**src/rtl/key_debounce_onehot4_if.sv**
```systemverilog
// Key/handshake bundle between the raw key lines, the debounce front end and the
// 4-to-2 encoder. The slave side is the front end; the master side drives keys and ack.
interface key_debounce_onehot4_if;
    logic k0, k1, k2, k3;
    logic ack;
    logic d0, d1, d2, d3;
    logic valid;
    logic err;

    modport master (
        output k0, k1, k2, k3, ack,
        input  d0, d1, d2, d3, valid, err
    );

    modport slave (
        input  k0, k1, k2, k3, ack,
        output d0, d1, d2, d3, valid, err
    );
endinterface

```
**src/rtl/key_debounce_onehot4.sv**
```systemverilog
// Synchronise, debounce and qualify four key lines into a held one-hot word with valid/ack.
// Optional feature macro: KEY_DEBOUNCE_EN (per-line debounce counters; without it db = synced key).
module key_debounce_onehot4 #(
    parameter int DEBOUNCE_CYCLES = 16
) (
    input logic                    clk,
    input logic                    rst_n,
    key_debounce_onehot4_if.slave  bus
);

    typedef enum logic [1:0] {
        IDLE     = 2'd0,
        HOLD     = 2'd1,
        WAIT_REL = 2'd2
    } state_t;

    if (DEBOUNCE_CYCLES < 2) begin : g_bad_cfg
        $error("key_debounce_onehot4: DEBOUNCE_CYCLES must be >= 2");
    end

    logic [3:0] key_raw;
    logic [3:0] meta_q;
    logic [3:0] sync_q;
    logic [3:0] db;

    assign key_raw = {bus.k3, bus.k2, bus.k1, bus.k0};

    // NOTE: sequential state uses non-blocking assignments so every flop samples pre-edge values.
    always_ff @(posedge clk or negedge rst_n) begin
        if (!rst_n) begin
            meta_q <= '0;
            sync_q <= '0;
        end else begin
            meta_q <= key_raw;
            sync_q <= meta_q;
        end
    end

`ifdef KEY_DEBOUNCE_EN
    localparam int CNT_W = $clog2(DEBOUNCE_CYCLES);

    for (genvar i = 0; i < 4; i++) begin : g_deb
        logic [CNT_W-1:0] cnt_q, cnt_d;
        logic             db_q, db_d;

        // A mismatch must persist DEBOUNCE_CYCLES edges before the level flips.
        always_comb begin
            cnt_d = '0;
            db_d  = db_q;
            if (sync_q[i] != db_q) begin
                if (cnt_q == CNT_W'(DEBOUNCE_CYCLES - 1)) begin
                    db_d = sync_q[i];
                end else begin
                    cnt_d = cnt_q + 1'b1;
                end
            end
        end

        always_ff @(posedge clk or negedge rst_n) begin
            if (!rst_n) begin
                cnt_q <= '0;
                db_q  <= 1'b0;
            end else begin
                cnt_q <= cnt_d;
                db_q  <= db_d;
            end
        end

        assign db[i] = db_q;
    end
`else
    assign db = sync_q;
`endif

    logic any_key;
    logic one_key;

    assign any_key = |db;
    assign one_key = any_key && ((db & (db - 4'd1)) == 4'd0);

    state_t     state_q, state_d;
    logic [3:0] d_q, d_d;
    logic       valid_q, valid_d;
    logic       err_q, err_d;

    // NOTE: every always_comb output gets a default first so no path can infer a latch.
    always_comb begin
        state_d = state_q;
        d_d     = d_q;
        valid_d = valid_q;
        err_d   = 1'b0;
        unique case (state_q)
            IDLE: begin
                if (one_key) begin
                    d_d     = db;
                    valid_d = 1'b1;
                    state_d = HOLD;
                end else if (any_key) begin
                    err_d   = 1'b1;
                    state_d = WAIT_REL;
                end
            end
            HOLD: begin
                // Word is frozen here; only the consumer's ack releases it.
                if (valid_q && bus.ack) begin
                    d_d     = '0;
                    valid_d = 1'b0;
                    state_d = WAIT_REL;
                end
            end
            WAIT_REL: begin
                if (!any_key) begin
                    state_d = IDLE;
                end
            end
            default: begin
                d_d     = '0;
                valid_d = 1'b0;
                state_d = IDLE;
            end
        endcase
    end

    always_ff @(posedge clk or negedge rst_n) begin
        if (!rst_n) begin
            state_q <= IDLE;
            d_q     <= '0;
            valid_q <= 1'b0;
            err_q   <= 1'b0;
        end else begin
            state_q <= state_d;
            d_q     <= d_d;
            valid_q <= valid_d;
            err_q   <= err_d;
        end
    end

    assign bus.d0    = d_q[0];
    assign bus.d1    = d_q[1];
    assign bus.d2    = d_q[2];
    assign bus.d3    = d_q[3];
    assign bus.valid = valid_q;
    assign bus.err   = err_q;

endmodule

```
**src/flat_wrapper.sv**
```systemverilog
// flat-port wrapper written by rule: the top's interface ports become plain ports
module key_debounce_onehot4_flat 
#(
    parameter int DEBOUNCE_CYCLES = 16
)
  (clk, rst_n, bus_k0, bus_k1, bus_k2, bus_k3, bus_ack, bus_d0, bus_d1, bus_d2, bus_d3, bus_valid, bus_err);
  key_debounce_onehot4_if bus_i ();
  input logic clk;
  input logic rst_n;
  input wire logic [$bits(bus_i.k0)-1:0] bus_k0;
  input wire logic [$bits(bus_i.k1)-1:0] bus_k1;
  input wire logic [$bits(bus_i.k2)-1:0] bus_k2;
  input wire logic [$bits(bus_i.k3)-1:0] bus_k3;
  input wire logic [$bits(bus_i.ack)-1:0] bus_ack;
  output wire logic [$bits(bus_i.d0)-1:0] bus_d0;
  output wire logic [$bits(bus_i.d1)-1:0] bus_d1;
  output wire logic [$bits(bus_i.d2)-1:0] bus_d2;
  output wire logic [$bits(bus_i.d3)-1:0] bus_d3;
  output wire logic [$bits(bus_i.valid)-1:0] bus_valid;
  output wire logic [$bits(bus_i.err)-1:0] bus_err;
  assign bus_i.k0 = bus_k0;
  assign bus_i.k1 = bus_k1;
  assign bus_i.k2 = bus_k2;
  assign bus_i.k3 = bus_k3;
  assign bus_i.ack = bus_ack;
  assign bus_d0 = bus_i.d0;
  assign bus_d1 = bus_i.d1;
  assign bus_d2 = bus_i.d2;
  assign bus_d3 = bus_i.d3;
  assign bus_valid = bus_i.valid;
  assign bus_err = bus_i.err;
  key_debounce_onehot4 #(.DEBOUNCE_CYCLES(DEBOUNCE_CYCLES)) u_core (.clk(clk), .rst_n(rst_n), .bus(bus_i));
endmodule
```
**config.mk**
```make
export PLATFORM = sky130hd
export DESIGN_NAME = key_debounce_onehot4_flat
export DESIGN_NICKNAME = d
export VERILOG_FILES = /design/src/rtl/key_debounce_onehot4_if.sv /design/src/rtl/key_debounce_onehot4.sv /design/src/flat_wrapper.sv
export SDC_FILE = /design/constraint.sdc
export NUM_CORES = 1
export LEC_CHECK = 0
export ABC_CLOCK_PERIOD_IN_PS = 1700
export BUFFER_PORTS_ARGS = -buffer_cell sky130_fd_sc_hd__buf_2
export CAP_MARGIN = 20
export CORE_MARGIN = 10
export CORE_UTILIZATION = 51
export CTS_CLUSTER_DIAMETER = 40
export CTS_CLUSTER_SIZE = 30
export DETAILED_ROUTE_END_ITERATION = 8
export PLACE_DENSITY = 0.82
export SYNTH_ARGS = -nofsm -noshare
export SYNTH_HDL_FRONTEND = slang
export SYNTH_SLANG_ARGS = --single-unit
```
**constraint.sdc**
```tcl
create_clock -name clk -period 1.7 [get_ports clk]
set_clock_uncertainty 0.05 [all_clocks]
set_input_delay 0.085 -clock clk [delete_from_list [all_inputs] [get_ports clk]]
set_output_delay 0.085 -clock clk [all_outputs]
set_load 0.05 [all_outputs]
```
==> run summary <==
The critical path required time is 1830 ps. Entering global routing, the biggest net connects 17 pins. Measured against the total synthesized area, the mux share comes to 1.48%. After the last flow step, the layout net total stands at 80. Traced cell by cell, the critical path runs through or3_4 > o211ai_2 > nand2_1 > o21ba_1. The leakage dissipation is 0.000401 uW. The total length of routed wires is 1.24 mm. The highest fanout seen on the critical path came out at 8.

The initial utilization of the core area, before any placement, comes to 53.2%. The startpoint-to-endpoint class of the critical path is reg -> reg. The largest area contributor in the synthesized netlist is dfrtp_1.

After synthesis, flip-flops and latches occupy 59.4% of the total area. The instance count of the mapped netlist is 54. The placement row count is 13.

In the final routed layout, each cell accounts on average for 14.4 um. The critical path runs through a total of 4 cells. The data arrival time of the worst path is 1670 ps. The netlist uses 22 different library cells.

The cell count of the worst reg-to-reg path came out at 4. The slowest stage of the critical path belongs to the cell dfrtp_1. After synthesis, the largest family of logic cells by area is compound AO/OA/AOI/OAI gates. The largest stage delay on the critical path came out at 480 ps. In this run the clock root is driven by a clkbuf_4. The post-synthesis share of cell area spent on xor and xnor gates came out at 1.30%. The first-pass iteration count of the detailed router is 4. The final route contains 472 vias. The number of antenna violations at the first check in global routing was 0.

The clock latency reported for the late side of the worst-skew pair came out at 280 ps. The tightest min-delay check is of the in -> reg type. Summing all placed instances gives a cell area of 719 um^2. The starting DRC count in detailed routing came out at 8.

The tree built by TritonCTS fans out to 16 sinks. The number of buffers added on ports came out at 12. The maximum count of clock buffers along a single path is 2.

The detail route stage leaves a number of antenna-violating nets equal to 0. The total I/O pin count came out at 13. The fraction of the mapped netlist area in compound gates is 16.7%.

In the global route stage, overall resource usage came out at 8.13%. The area share of the leading cell type in the synthesized netlist came out at 59.4%. The first-pass GRT wire length came out at 2.08 mm. The worst hold path was traced through 3 stages. Setup repair after global routing left no endpoint under its margin. The antenna cell count came out at 0.

The overall die height came out at 56.4 um. The number of filler cells placed in the layout is 96. The signed area change from the synthesized netlist to the final layout came out at 17.4%. For this run the aggregate overflow at the end of global routing stands at 0. TritonCTS created 3 clock buffers.

In the post-synthesis netlist, the biggest area contributors are dfrtp_1 (59%), buf_6 (5.0%), a21o_1 (3.3%). The area fraction in and, or, nand and nor cells after synthesis came out at 13.9%. The half-perimeter wire length of the detailed placement result came out at 883 um. Synthesis inferred 16 register bits. The tool flagged a number of max-cap violations equal to 0. STA classifies the critical path startpoint as a register. The cell area that synthesis handed to floorplanning was 674 um^2.

In the routed layout, each cell is associated on average with a via count of 5.49. The count of H-tree levels built during CTS is 1. Setup violations remaining at the end of the flow were counted as 0. After clock tree synthesis, the clock-pin slew on the worst setup and hold paths is 80 ps. The normalized max-slew margin is 77.0%. The post-synth net total came out at 61. The via count of the first global-routing pass came out at 500. Based on the critical path, the design can be clocked at up to 648 MHz.

The worst setup path is captured at a register. The total area inside the core boundary comes to 1270 um^2. The routability congestion estimate came out at 0.790. The floorplan die width is 56.4 um. The worst path in the final design needs a cycle of 1540 ps, including I/O delays and setup.

The buffering stage count on the worst path with inverters included is 0. The sum of negative setup slack is 0 ps. The run finished with clean final reports. The fraction of layout cells with a size suffix above 1 came out at 29.6%. VDD sags by at most 0.000583 V. The final-report max-slew violation count came out at 0.

The average instance area after synthesis came out at 12.5 um^2. The TritonCTS clock tree is built. For this design the ratio of total power to cell area is 1130 nW/um^2. The cell family with the largest share of critical-path delay is simple AND/OR/NAND/NOR gates. The pin slew with the least headroom to its limit came out at 345 ps. The total count of hold-check failures in the final report came out at 0. The finished cells cover 792 um^2. The number of design rule violations left after detail routing came out at 0. The die footprint came out at 3180 um^2. The post-route fraction of the period consumed by the critical path came out at 90.7%.

The post-synthesis adder-cell area fraction is 1.67%. The number of synthesis warnings came out at 0.
## final timing paths
check	startpoint	to	slack, ps
worst max-delay path	u_core.db[0]$_DFF_PN0_	u_core.d_q[2]$_DFFE_PN0P_	160
worst min-delay path	bus_ack	u_core.state_q[1]$_DFFE_PN0P_	30
worst max register to register	u_core.db[0]$_DFF_PN0_	u_core.d_q[2]$_DFFE_PN0P_	160
worst min register to register	u_core.meta_q[0]$_DFF_PN0_	u_core.db[0]$_DFF_PN0_	300
max in group asynchronous	rst_n	u_core.d_q[1]$_DFFE_PN0P_	1170
min in group asynchronous	rst_n	u_core.bus.err$_DFF_PN0_	170
## sequential cells by signal (all words and copies together), names as in the netlist
register and flops:
u_core.db 4, u_core.state_q 2, u_core.meta_q 4, u_core.d_q 4
u_core.bus.err 1, u_core.bus.valid 1
## synth_stat cells (all sizes together)
library cell	n
buf	3
maj3	1
a211oi	1
nor2	2
a21oi	3
nor3	5
or3	2
xor2	1
o21ba	2
o211ai	2
a31oi	2
a21o	3
mux2i	1
nand2	3
nand3b	1
nand3	2
dfrtp	16
inv	1
o21ai	3
## repair_timing
item                      4_1_cts  5_1_grt
setup buffers                   0        0
resized for setup               0        0
hold endpoints to repair       20        0
hold buffers                    5        0
## layout by cell type (no fill, tap or decap), drive strengths merged, types with 2 or more instances in the layout
cell type,instances
nand3,2
o21ba,2
dfrtp,16
o211ai,2
o21ai,3
nor2,2
buf,12
a21o,3
dlygate4sd3,5
nand2,3
a21oi,3
or3,2
clkbuf,3
a31oi,2
nor3,5
## metal layers
metal / track usage, % / vias to the layer above / share of wire, %
li1: - / 230 / -
met1: 6.80 / 224 / 39
met2: 13.6 / 13 / 48
met3: 5.17 / 5 / 10
met4: 5.84 / 0 / 2.4
met5: 0 / - / 0
## worst min-delay path: stages
cell and delay (ps):
buf_2 100, nand3b_1 70, a211oi_1 60
## where the power goes
group	switching (uW)	internal, uW	leakage [uW]
combinational	165	73.2	0.000188
clock	111	82.4	0.0000138
sequential	38.3	423	0.000198
## kinds of logic after synthesis
family          Yosys count
flops                    16
simple gates             15
fa+ha+maj                 1
buf+inv                   4
xor+xnor                  1
mux                       1
compound gates           16
## layout make-up
class	instances	area [um^2]	area share, %
tap	15	18.8	2.37
multi-input combinational	34	236	29.9
clock buffer	3	22.5	2.84
inverter	1	3.75	0.474
sequential	16	400	50.6
timing repair buffer	17	110	13.9
## through the flow
step	cells	total power (uW)	hold WS, ps	utilization, %	setup WS (ps)
2_1_floorplan	54	644	-261	-	240
3_3_place_gp	78	695	-40.9	56.7	231
3_5_place_dp	78	701	-38.2	56.7	186
4_1_cts	86	902	23.9	62.4	154
5_1_grt	86	939	28.1	62.4	87.0
6_report	86	893	27.2	62.4	158
No activity file was read; power rests on OpenSTA's default activity.
